## config.mk

```make
export PLATFORM = sky130hd
export DESIGN_NAME = alu_writeback_stage
export DESIGN_NICKNAME = d
export VERILOG_FILES = /design/src/rtl/alu_wb_pkg.sv /design/src/rtl/seq_shift_add_mul.sv /design/src/rtl/alu_writeback_stage.sv
export SDC_FILE = /design/constraint.sdc
export NUM_CORES = 1
export LEC_CHECK = 0
export BUFFER_PORTS_ARGS = -buffer_cell sky130_fd_sc_hd__buf_4
export CORE_ASPECT_RATIO = 1.5
export CORE_MARGIN = 5
export CORE_UTILIZATION = 45
export DETAILED_ROUTE_END_ITERATION = 7
export GPL_TIMING_DRIVEN = 1
export PLACE_DENSITY = 0.71
export SETUP_SLACK_MARGIN = 0.2
export SLEW_MARGIN = 20
export SYNTH_ARGS = -nofsm -noshare
export SYNTH_HDL_FRONTEND = slang
export SYNTH_HIERARCHICAL = 1
export SYNTH_SLANG_ARGS = --single-unit
```

## constraint.sdc

```tcl
create_clock -name clk -period 4.5 [get_ports clk]
set_input_delay 0.45 -clock clk [delete_from_list [all_inputs] [get_ports clk]]
set_output_delay 0.45 -clock clk [all_outputs]
set_load 0.05 [all_outputs]
```

## src/rtl/alu_wb_pkg.sv

```systemverilog
// alu_wb_pkg: shared opcodes, FSM states and sizing for the ALU writeback stage
package alu_wb_pkg;
  localparam int WORD_W = 8;
  localparam int REG_ADDR_W = 3;
  localparam int MUL_STEPS = WORD_W;
  localparam logic [2:0] OP_ADD = 3'd0;
  localparam logic [2:0] OP_SUB = 3'd1;
  localparam logic [2:0] OP_AND = 3'd2;
  localparam logic [2:0] OP_OR  = 3'd3;
  localparam logic [2:0] OP_XOR = 3'd4;
  localparam logic [2:0] OP_LDI = 3'd5;
  localparam logic [2:0] OP_SHR = 3'd6;
  localparam logic [2:0] OP_MUL = 3'd7;
  typedef enum logic {IDLE, MUL_BUSY} state_t;
endpackage

```

## src/rtl/seq_shift_add_mul.sv

```systemverilog
// seq_shift_add_mul: iterative multiplier, one shift-add step per cycle over DATA_W cycles
module seq_shift_add_mul
  import alu_wb_pkg::*;
#(
  parameter int DATA_W = WORD_W
) (
  input  logic                  clk,
  input  logic                  rst,
  input  logic                  start,
  input  logic [DATA_W-1:0]     a,
  input  logic [DATA_W-1:0]     b,
  output logic                  busy,
  output logic                  done,
  output logic [2*DATA_W-1:0]   product
);
  localparam int CW = $clog2(DATA_W + 1);
  logic [2*DATA_W-1:0] ma, acc, acc_next;
  logic [DATA_W-1:0]   mb;
  logic [CW-1:0]       cnt;
  // the product presented with done already includes the final step
  always_comb acc_next = acc + (mb[0] ? ma : '0);
  assign product = acc_next;
  assign done = busy && (cnt == CW'(DATA_W - 1));
  // load operands on start, then add the shifted multiplicand for each set multiplier bit
  always_ff @(posedge clk or posedge rst) begin
    if (rst) begin
      ma   <= '0;
      mb   <= '0;
      acc  <= '0;
      cnt  <= '0;
      busy <= 1'b0;
    end else if (start && !busy) begin
      ma   <= {{DATA_W{1'b0}}, a};
      mb   <= b;
      acc  <= '0;
      cnt  <= '0;
      busy <= 1'b1;
    end else if (busy) begin
      acc  <= acc_next;
      ma   <= ma << 1;
      mb   <= mb >> 1;
      cnt  <= cnt + 1'b1;
      busy <= !done;
    end
  end
endmodule

```

## src/rtl/alu_writeback_stage.sv

```systemverilog
// alu_writeback_stage: execute/writeback stage with forwarding and a stalling multiplier
module alu_writeback_stage
  import alu_wb_pkg::*;
#(
  parameter int DATA_W = WORD_W,
  parameter int ADDR_W = REG_ADDR_W
) (
  input  logic              clk,
  input  logic              rst,
  input  logic              instr_valid,
  output logic              instr_ready,
  input  logic [2:0]        opcode,
  input  logic [ADDR_W-1:0] rd,
  input  logic [ADDR_W-1:0] rs1,
  input  logic [ADDR_W-1:0] rs2,
  input  logic [DATA_W-1:0] imm,
  output logic [ADDR_W-1:0] rf_raddr1,
  output logic [ADDR_W-1:0] rf_raddr2,
  input  logic [DATA_W-1:0] rf_rdata1,
  input  logic [DATA_W-1:0] rf_rdata2,
  output logic              rf_en,
  output logic [ADDR_W-1:0] rf_waddr,
  output logic [DATA_W-1:0] rf_wdata,
  output logic              zero_flag,
  output logic              carry_flag
);
  state_t state_q, state_d;
  logic [DATA_W-1:0]   a, b, res, wb_data;
  logic [DATA_W:0]     sum, diff;
  logic                cy, wb_carry, wb_go, accept, mul_start, mul_busy, mul_done;
  logic [ADDR_W-1:0]   mul_rd, wb_addr;
  logic [2*DATA_W-1:0] product;
  assign rf_raddr1 = rs1;
  assign rf_raddr2 = rs2;
  assign instr_ready = !rst && state_q == IDLE && !mul_busy;
  assign accept = instr_valid && instr_ready;
  assign mul_start = accept && opcode == OP_MUL;
  // forward the value being written this cycle so back-to-back dependencies see it
  always_comb begin
    a = (rf_en && rf_waddr == rs1) ? rf_wdata : rf_rdata1;
    b = (rf_en && rf_waddr == rs2) ? rf_wdata : rf_rdata2;
  end
  // single-cycle ALU; carry carries borrow for SUB and the shifted-out bit for SHR
  always_comb begin
    sum  = {1'b0, a} + {1'b0, b};
    diff = {1'b0, a} - {1'b0, b};
    res  = opcode == OP_ADD ? sum[DATA_W-1:0] :
           opcode == OP_SUB ? diff[DATA_W-1:0] :
           opcode == OP_AND ? a & b :
           opcode == OP_OR  ? a | b :
           opcode == OP_XOR ? a ^ b :
           opcode == OP_LDI ? imm :
           opcode == OP_SHR ? a >> 1 : '0;
    cy   = opcode == OP_ADD ? sum[DATA_W] :
           opcode == OP_SUB ? diff[DATA_W] :
           opcode == OP_SHR ? a[0] : 1'b0;
  end
  seq_shift_add_mul #(.DATA_W(DATA_W)) u_mul (
    .clk     (clk),
    .rst     (rst),
    .start   (mul_start),
    .a       (a),
    .b       (b),
    .busy    (mul_busy),
    .done    (mul_done),
    .product (product)
  );
  // next state: a multiply holds issue until its final step completes
  always_comb begin
    state_d = state_q;
    state_d = (state_q == IDLE && mul_start) ? MUL_BUSY :
              (state_q == MUL_BUSY && mul_done) ? IDLE : state_q;
  end
  // state register
  always_ff @(posedge clk or posedge rst) begin
    if (rst) state_q <= IDLE;
    else state_q <= state_d;
  end
  // remember the multiply destination for its delayed writeback
  always_ff @(posedge clk or posedge rst) begin
    if (rst) mul_rd <= '0;
    else if (mul_start) mul_rd <= rd;
  end
  // choose the writeback source: a completing multiply or a single-cycle op
  always_comb begin
    wb_go    = (accept && opcode != OP_MUL) || mul_done;
    wb_data  = mul_done ? product[DATA_W-1:0] : res;
    wb_carry = mul_done ? |product[2*DATA_W-1:DATA_W] : cy;
    wb_addr  = mul_done ? mul_rd : rd;
  end
  // register the write port; flags only move when a result is written
  always_ff @(posedge clk or posedge rst) begin
    if (rst) begin
      rf_en      <= 1'b0;
      rf_waddr   <= '0;
      rf_wdata   <= '0;
      zero_flag  <= 1'b0;
      carry_flag <= 1'b0;
    end else begin
      rf_en <= wb_go;
      if (wb_go) begin
        rf_waddr   <= wb_addr;
        rf_wdata   <= wb_data;
        zero_flag  <= wb_data == '0;
        carry_flag <= wb_carry;
      end
    end
  end
endmodule
```

==> results of run 1 <==
-- where the power goes --
group          switching, W  internal (W)  leakage (nW)
registers          0.000199      0.000775         0.832
logic              0.000830      0.000490          1.84
clock network      0.000242      0.000444         0.144
-- flip-flops by register name (all words and copies together) (netlist names) --
name        count
u_mul/mb        8
u_mul/cnt       4
rf_en           1
rf_wdata        8
zero_flag       1
rf_waddr        3
u_mul/acc      16
mul_rd          3
state_q         1
u_mul/ma       16
carry_flag      1
u_mul/busy      1
-- path summary, 6_finish.rpt --
check,start,end,slack (ns),cells past startpoint
worst min-delay path,rst,rf_waddr[2]$_DFFE_PP0P_,0.26,2
max in group asynchronous,rst,rf_wdata[5]$_DFFE_PP0P_,3.78,2
worst max-delay path,rf_waddr[2]$_DFFE_PP0P_,zero_flag$_DFFE_PP0P_,0.67,13
worst max register to register,rf_waddr[2]$_DFFE_PP0P_,zero_flag$_DFFE_PP0P_,0.67,13
worst min register to register,u_mul/mb[7]$_DFFE_PP0P_,u_mul/mb[6]$_DFFE_PP0P_,0.49,2
min in group clk,rd[1],mul_rd[1]$_DFFE_PP0P_,0.37,2
-- worst max-delay path: stages (launching register included) --
cell,delay [ns]
dfrtp_1,0.43
xnor2_1,0.28
nand4_4,0.30
mux2i_1,0.43
inv_1,0.17
ha_1,0.41
nand2b_1,0.21
a2bb2oi_1,0.31
mux2_2,0.38
a221oi_1,0.35
a221oi_1,0.12
nand2_1,0.10
nor4_2,0.04
a22o_1,0.18
-- logic make-up after synthesis --
family / synth area share
AND/OR/NAND/NOR: 0.182
AO/OA/AOI/OAI: 0.214
buffers and inverters: 0.0565
flip-flops: 0.299
multiplexers: 0.101
adder cells (fa/ha/maj): 0.106
XOR/XNOR: 0.0415
-- final cells by class --
class | instances | share of cell area
flip-flops and latches | 63 | 0.260
clock buffers | 13 | 0.0412
well taps | 150 | 0.0309
inverters | 32 | 0.0198
multi-input cells | 478 | 0.561
repair buffers | 65 | 0.0803
clock inverters | 3 | 0.00721
-- placed cells by master, fill, tap and decap left out, types with 16 or more instances in the layout --
cell | Yosys | final
ha_1 | 40 | 40
o21ai_0 | 58 | 58
dfrtp_1 | 63 | 62
mux2i_1 | 37 | 37
nand2b_1 | 20 | 20
inv_1 | 29 | 28
buf_4 | 6 | 65
and2_1 | 18 | 18
a21oi_1 | 33 | 33
xnor2_1 | 16 | 16
nor2_1 | 31 | 30
nand2_1 | 74 | 74
-- through the flow --
stage	util	hold WS [ns]	instances	setup WS [ns]	total power, W
after CTS	0.527	0.269	804	0.691	0.00300
after global placement	0.501	0.452	788	0.651	0.00226
after global routing	0.527	0.322	804	0.485	0.00318
after floorplan	-	0.389	610	0.883	0.00191
after detailed placement	0.501	0.477	788	0.582	0.00229
final	0.527	0.259	804	0.669	0.00298
-- per-layer routing --
layer  global-route usage  up-vias
met1                0.232     2218
met2                0.395      152
met3               0.0319       58
met4                0.127        0
met5                    0        -
li1                     -     2266
==> impl_results.md, run 1 <==
- Status: complete, no violations
- Synth cell count leaders: 74 x nand2_1, 63 x dfrtp_1, 58 x o21ai_0
- Main area contributors after synthesis: dfrtp_1 30%, ha_1 9.5%, mux2i_1 7.0%
- Synth Instances: between 600 and 700
- Chip height: around 140 um
- Clk_skew: around 0.0059 ns
- Fraction of layout cells with a size suffix above 1: 0.168
- Effective utilization at floorplan: 0.457
- DP Area: 0.00578 mm^2
- DR DRC count: 0
- Routed wire length: between 10,000 and 15,000 um
- Ys flop type: dfrtp_1
- Critical path class: reg -> reg
- Final global-route overflow total: 0
- Global-route wire length before repair: approximately 24,000 um
- Post-synth top area share: 0.299
- Unique masters post-synth: approximately 70
- Clock Sinks: 63
- Gpl congestion: 0.988
- WL met2: 7740 um
- Clock root cell: clkbuf_16
- Peak supply drop: between 0.0002 and 0.00025 V
- Core outline area: around 0.012 mm^2
- Post-CTS Setup Inserts: 0
- Arr. time, crit path: 4.05 ns
- PostCTS Resize Cnt: 0
- Cell taking the most area after synthesis: dfrtp_1
- Die area: approximately 0.014 mm^2
- MaxCap Viol Count: 0
- Type of destination of the critical path: flop
- Synth Net Count: 692
- Final period util: 0.851
- Detail Placement HPWL: 11,400 um
- Initial antenna violation count: 0
- Least-Margin Pin Slew: 0.764 ns
- Hold-fix buffers at CTS: 0
- Cell Area, Synth: ~0.0053 mm^2
- Vias per cell: about 5.8
- TNS Setup: 0 ns
- Synth-to-Final Area Change: 15.2%
- Post-synth ARST share: 1.00
- Met3 Wirelength: 648 um
- Leakage power: 2.82 nW
- DR iter-0 viols: roughly 360
- CP Max Fanout: 9
- Die width: around 98 um
- Max Transition Viols Final: 0
- Total GRT Usage: 0.216
- Port Buffers: 59
- CTS tree: yes
- EDFF count, synth: 0
- Clk Latency, worst-skew pair: around 0.33 ns
- DR top layer: met4
- DR WL/cell: roughly 19 um
- Total number of vias: ~4,700
- CTS Buf Count: 9
- Most frequent cell after synthesis: nand2_1
- Clock Path Buffers: 2
- Syn Area/Cell: 8.64 um^2
- Minimum clock period: roughly 3.8 ns
- Yosys warns: 6
- Clock-pin slew on the worst setup and hold paths: 0.05 ns
- # diodes: 0
- I/O pin count: 60
- Final #Nets: ~730
- Final Hold Vio Count: 0
- Met1 Wirelength: 5690 um
- Startpoint types: flop
- CP required: 4.71 ns
- Post-route ant nets: 0
- Flops & latches, synth: 63
- RSZ-0062 raised after global routing: no
- FF+latch area: roughly 0.0016 mm^2
- Rows: 48
- Layout filler cell count: 1,099
- Seq/Total Area, Yosys: 0.299
- Largest net degree at the start of global routing: 77
- PD cells: a little under 500 mW/mm^2
- Worst min path class: in -> async
- Cell area after layout: 0.00607 mm^2
- Setup-failing EPs final: 0
- Max_slew headroom: 0.488
- Vias in the first global route: between 4,000 and 5,000
- Pre-antenna DRT Iters: 5
- Multi-input gate area: 0.00341 mm^2
- Max frequency: roughly 260 MHz
- # H-tree levels: 3
Note: power is estimated with default switching activity, not from simulation.
==> run 2: changes to the inputs <==
Settings changed: SYNTH_HIERARCHICAL 1 to default.
==> run 2 against run 1 <==
Sequential power is 0.8% higher. Sequential cell count stayed put. Cell count is 1.4% lower. Total power is 0.59% higher. Maximum frequency is 1.3% lower. Register-to-register slack worse by 0.05 ns. Worst setup slack worse by 0.050 ns. Largest power group unchanged.
==> impl_results.md, run 2 <==
- Least-Margin Pin Slew: about 0.88 ns
- Global-route wire length before repair: between 20,000 and 25,000 um
- Worst min path class: in -> reg
- TNS Setup: 0 ns
- Minimum clock period: approximately 3.9 ns
- Most frequent cell after synthesis: nand2_1
- Flops & latches, synth: 63
- Pre-antenna DRT Iters: 5
- EDFF count, synth: 0
- MaxCap Viol Count: 0
- Max frequency: approximately 260 MHz
- Synth Net Count: 678
- Vias per cell: between 5 and 6
- Chip height: between 100 and 150 um
- Post-synth top area share: 0.318
- Final global-route overflow total: 0
- DR iter-0 viols: approximately 310
- Cell area after layout: 0.00579 mm^2
- Die area: about 0.013 mm^2
- Final period util: 0.862
- Gate power share: 0.424
- Syn Area/Cell: between 8 and 9 um^2
- DR DRC count: 0
- Post-synth ARST share: 1.00
- Clk_skew: about 0.0055 ns
- Reg power frac: 0.328
- Clock Path Buffers: 2
- Net Sw Power: around 0.0013 W
- Most frequent cells in the layout: 96 x nand2_1, 68 x buf_4, 62 x dfrtp_1
- Pre-CTS WS: between 0.5 and 0.6 ns
- Gpl congestion: ~0.93
- Hold-fix buffers at CTS: 0
- Fraction of layout cells with a size suffix above 1: 0.153
- Die width: 95.7 um
- Final setup margin: approximately 0.62 ns
- Crit. Startpoint: rf_waddr[0]$_DFFE_PP0P_
- Hold Path Origin: rd[2]
- Arr. time, crit path: ~4.2 ns
- Rows: 47
- Cell internal pwr: 0.00173 W
- Yosys warns: 0
- Clk Latency, worst-skew pair: around 0.33 ns
- Clock Sinks: between 60 and 70
- Ys flop type: dfrtp_1
- Critical path class: reg -> reg
- Final #Nets: about 720
- PostCTS Resize Cnt: 0
- FF+latch area: 0.00158 mm^2
- Vias in the first global route: about 4,700
- CP Max Fanout: 10
- # diodes: 0
- CTS Buf Count: 9
- CTS tree: yes
- Initial antenna violation count: 0
- Synth Instances: 596
- Main area contributors after synthesis: dfrtp_1 32%, ha_1 10%, nand2_1 7.3%
- Routed wire length: roughly 14,000 um
- Post-route ant nets: 0
- DP Area: about 0.0055 mm^2
- Seq/Total Area, Yosys: 0.318
- Cell Area, Synth: between 0.004 and 0.005 mm^2
- Cell taking the most area after synthesis: dfrtp_1
- Sw Ratio: 0.422
- Worst hold margin: about 0.32 ns
- Core outline area: approximately 0.011 mm^2
- Leakage power: around 2.9 nW
- Final core occ: 0.529
- Synth-to-Final Area Change: 16.8%
- Detail Placement HPWL: 10,700 um
- Status: complete, no violations
- Clock root cell: clkbuf_16
- Layout filler cell count: 1,056
- PD cells: about 520 mW/mm^2
- Max Transition Viols Final: 0
- # H-tree levels: 3
- Post-CTS Setup Inserts: 0
- Type of destination of the critical path: flop
- Peak supply drop: 0.000216 V
- Total GRT Usage: 0.226
- Largest regs: u_mul.acc: 16 flops, u_mul.ma: 16 flops
- Multi-input gate area: between 0.003 and 0.004 mm^2
- I/O pin count: 60
- RSZ-0062 raised after global routing: no
- R2R Path Start: rf_waddr[0]$_DFFE_PP0P_
- Max_slew headroom: 0.416
- Total number of vias: 4,518
- Startpoint types: flop
- Clock power share: 0.249
- Final Hold Vio Count: 0
- Clock-pin slew on the worst setup and hold paths: 0.06 ns
- DR WL/cell: 18.1 um
- Largest net degree at the start of global routing: 64
- Port Buffers: 59
- Commonest non-fill, non-tap cell in the layout: nand2_1
- Unique masters post-synth: 63
- Setup-failing EPs final: 0
- Synth cell count leaders: 96 x nand2_1, 63 x dfrtp_1, 57 x o21ai_0
- Effective utilization at floorplan: 0.453
- CP required: around 4.8 ns
run 2: cell count changes after synthesis, moves of 4 or more:
| cell | change |
|---|---|
| a22oi_1 | +10 |
| inv_1 | +6 |
| a221oi_1 | -5 |
| mux2_2 | -9 |
| nand2b_1 | -16 |
| nor2b_1 | -4 |
| nor3_1 | +6 |
| o21bai_1 | +4 |
| mux2i_1 | -16 |
| o221ai_1 | +6 |
| buf_2 | -5 |
| nand2_1 | +22 |
| a22o_1 | -7 |
run 2: layer usage:
metal | vias to the layer above | part of all wire | track usage
li1 | 2174 | - | -
met1 | 2153 | 0.39 | 0.261
met2 | 140 | 0.52 | 0.387
met3 | 51 | 0.042 | 0.0342
met4 | 0 | 0.049 | 0.130
met5 | - | 0 | 0
run 2: stage by stage:
step	cells	total power [W]
2_1_floorplan	596	0.00187
3_5_place_dp	777	0.00225
5_1_grt	793	0.00319
3_3_place_gp	777	0.00221
4_1_cts	793	0.00301
6_report	793	0.00300
run 2: cells by family after synthesis:
group / share of synthesized area
flip-flops: 0.318
AND/OR/NAND/NOR: 0.176
buffers and inverters: 0.0674
AO/OA/AOI/OAI: 0.219
adder cells (fa/ha/maj): 0.113
multiplexers: 0.0553
XOR/XNOR: 0.0513
run 2: area by class of cell:
| type | instances | area share |
|---|---|---|
| well taps | 147 | 0.0318 |
| clock inverters | 6 | 0.0145 |
| flip-flops and latches | 63 | 0.273 |
| repair buffers | 68 | 0.0882 |
| multi-input cells | 462 | 0.527 |
| inverters | 37 | 0.0249 |
| clock buffers | 10 | 0.0413 |
run 2: worst paths after layout:
| path | cells past startpoint | slack (ns) | to |
|---|---|---|---|
| worst max register to register | 13 | 0.62 | rf_wdata[7]$_DFFE_PP0P_ |
| min in group asynchronous | 3 | 0.35 | rf_waddr[2]$_DFFE_PP0P_ |
| worst max-delay path | 13 | 0.62 | rf_wdata[7]$_DFFE_PP0P_ |
| worst min register to register | 2 | 0.48 | mul_rd[2]$_DFFE_PP0P_ |
| max in group asynchronous | 3 | 3.59 | u_mul.busy$_DFF_PP0_ |
| worst min-delay path | 3 | 0.32 | mul_rd[2]$_DFFE_PP0P_ |
run 2: power groups by stage:
stage               sequential (W)  clock (W)  combinational (W)
floorplan                  0.00111          0           0.000760
global placement          0.000980          0            0.00123
detailed placement        0.000988          0            0.00126
CTS                       0.000982   0.000755            0.00127
global route               0.00101   0.000777            0.00140
finish                    0.000982   0.000745            0.00127
run 2: critical path, stage by stage, from the launching register on:
cell,delay (ns)
dfrtp_1,0.43
xnor2_1,0.20
nand4_1,0.24
buf_4,0.27
mux2_4,0.35
ha_1,0.44
o21ai_0,0.27
mux2i_1,0.12
o41ai_1,0.62
a21oi_1,0.19
xnor2_1,0.18
nand3_1,0.09
a31oi_1,0.24
mux2_2,0.19
==> run 3: changes to the inputs <==
--- a/config.mk
+++ b/config.mk
@@ -10,4 +10,5 @@
 export CORE_MARGIN = 5
 export CORE_UTILIZATION = 45
+export CTS_BUF_LIST = sky130_fd_sc_hd__clkbuf_4 sky130_fd_sc_hd__clkbuf_8
 export DETAILED_ROUTE_END_ITERATION = 7
 export GPL_TIMING_DRIVEN = 1
==> constraint.sdc (replaced) <==
create_clock -name clk -period 4.5 [get_ports clk]
set_input_delay 0.9 -clock clk [delete_from_list [all_inputs] [get_ports clk]]
set_output_delay 0.9 -clock clk [all_outputs]
set_load 0.05 [all_outputs]
==> run 3 against run 2 <==
Wire length fell by 2.9%. Core utilization is 0.86 points lower. Clock power decreased by 32%. Clock skew up 0.0036 ns. Sequential cell count is the same. First-iteration DRC count down 24%. Worst setup slack got worse by 0.13 ns. Critical path depth is 1 higher. Die area did not move. Maximum frequency shrank 3.2%. Global-route usage fell by 1.0 points. Largest cell class unchanged. Highest routed layer unchanged.
==> impl_results.md, run 3 (synthesized netlist as in run 2, its figures left out) <==
- Status: complete, no violations
- Max_slew headroom: 0.240
- Hold Path Sink: mul_rd[1]$_DFFE_PP0P_
- Effective utilization at floorplan: 0.453
- Die width: 95.7 um
- CTS tree: yes
- Peak supply drop: 0.000243 V
- CP Max Fanout: 5
- TNS Setup: 0 ns
- Worst path cell trace: buf_4 -> xnor2_1 -> nand4_1 -> mux2i_1 -> ha_1 -> inv_1 -> fa_1 -> a21oi_1 -> o31ai_4 -> a21oi_2 -> nor2_1 -> o32a_1 -> o31a_1 -> a41oi_1
- Net Sw Power: 0.00124 W
- Post-route ant nets: 0
- Initial antenna violation count: 0
- Max Transition Viols Final: 0
- Crit-path max cell delay: ~0.46 ns
- Hold Path Origin: mul_rd[1]$_DFFE_PP0P_
- Global-route wire length before repair: ~23,000 um
- Gate power share: 0.435
- Final global-route overflow total: 0
- Pre-antenna DRT Iters: 5
- Clock power share: 0.183
- R2R depth: 13
- Largest net degree at the start of global routing: 67
- CP required: 4.74 ns
- Port Buffers: between 50 and 60
- Critical path class: in -> reg
- Critical Path Slowest Stage Cell: mux2i_1
- MaxCap Viol Count: 0
- # H-tree levels: 3
- Final Hold Vio Count: 0
- Clock Sinks: 63
- I/O pin count: 60
- Detail Placement HPWL: between 10,000 and 15,000 um
- PD cells: ~480 mW/mm^2
- Worst r2r dst: carry_flag$_DFFE_PP0P_
- R2R Path Start: rf_waddr[0]$_DFFE_PP0P_
- Cell internal pwr: approximately 0.0015 W
- Least-Margin Pin Slew: around 1.1 ns
- Commonest non-fill, non-tap cell in the layout: nand2_1
- Worst min path class: reg -> reg
- Clock-pin slew on the worst setup and hold paths: 0.07 ns
- Multi-input gate area: a little over 0.003 mm^2
- Total number of vias: between 4,000 and 5,000
- Vias per cell: roughly 5.7
- Clk_skew: around 0.0090 ns
- Post-CTS Setup Inserts: 0
- Clock root cell: clkbuf_8
- Setup-failing EPs final: 0
- Leakage power: roughly 2.8 nW
- Final #Nets: ~730
- Vias in the first global route: roughly 4,500
- Hold-fix buffers at CTS: 0
- Startpoint types: primary input
- Reg power frac: 0.382
- Clock Path Buffers: 2
- Type of destination of the critical path: flop
- Chip height: 139 um
- R2R Setup Slk: 0.68 ns
- WHS Path Cells: 2
- DR iter-0 viols: ~230
- Final core occ: 0.520
- Layout filler cell count: ~1,100
- FF+latch area: approximately 0.0016 mm^2
- Gpl congestion: 0.938
- Core outline area: approximately 0.011 mm^2
- Sw Ratio: 0.449
- DR WL/cell: 17.5 um
- RSZ-0062 raised after global routing: no
- Total GRT Usage: 0.216
- Most frequent cells in the layout: 96 x nand2_1, 72 x buf_4, 62 x dfrtp_1
- Arr. time, crit path: roughly 4.3 ns
- Routed wire length: about 14,000 um
- Clk Latency, worst-skew pair: around 0.35 ns
- # diodes: 0
- PostCTS Resize Cnt: 0
- Rows: between 40 and 50
- Synth-to-Final Area Change: 14.9%
- Final period util: 0.891
- Minimum clock period: 4.01 ns
- CTS Buf Count: 9
- Max frequency: between 200 and 250 MHz
- Total power: around 0.0028 W
- Die area: ~0.013 mm^2
- Largest regs: u_mul.acc: 16 flops, u_mul.ma: 16 flops
- Fraction of layout cells with a size suffix above 1: 0.156
- DR DRC count: 0
run 3: cell type report:
cell class,instances,area share
sequential,63,0.277
tap,147,0.0323
clock buffer,12,0.0279
inverter,37,0.0253
clock inverter,3,0.00747
multi-input combinational,462,0.535
timing repair buffer,72,0.0950
run 3: worst max-delay path by stage:
stage                start                 endpoint  cells past startpoint
floorplan           rs2[0]  rf_wdata[5]$_DFFE_PP0P_                     14
global placement    rs1[2]   carry_flag$_DFFE_PP0P_                     14
detailed placement  rs1[2]   carry_flag$_DFFE_PP0P_                     14
CTS                 rs1[2]   carry_flag$_DFFE_PP0P_                     14
global route        rs1[1]   carry_flag$_DFFE_PP0P_                     14
finish              rs1[0]   carry_flag$_DFFE_PP0P_                     14
run 3: through the flow:
step / setup WS [ns] / hold slack [ns] / instances / cell area (um^2)
2_1_floorplan: 0.815 / 0.446 / 596 / 4950
3_3_place_gp: 0.344 / 0.460 / 781 / 5490
3_5_place_dp: 0.219 / 0.468 / 781 / 5490
4_1_cts: 0.536 / 0.485 / 796 / 5690
5_1_grt: 0.385 / 0.516 / 796 / 5690
6_report: 0.491 / 0.484 / 796 / 5690
run 3: power groups by stage:
stage	clock network, W	logic [W]	registers, W
floorplan	0	0.000760	0.00111
global placement	0	0.00116	0.00105
detailed placement	0	0.00120	0.00106
CTS	0.000507	0.00120	0.00105
global route	0.000534	0.00132	0.00108
finish	0.000506	0.00120	0.00105
run 3: metal layers:
| layer | track usage | wire length, um |
|---|---|---|
| met1 | 0.255 | 5450 |
| met2 | 0.373 | 7290 |
| met3 | 0.0272 | 521 |
| met4 | 0.112 | 687 |
| met5 | 0 | 0 |
run 3: critical path, delay by kind of cell:
kind	cells	cell delay (ns)
compound gates	6	1.54
xor+xnor	1	0.21
fa+ha+maj	2	0.60
buf+inv	2	0.17
mux	1	0.46
simple gates	2	0.36
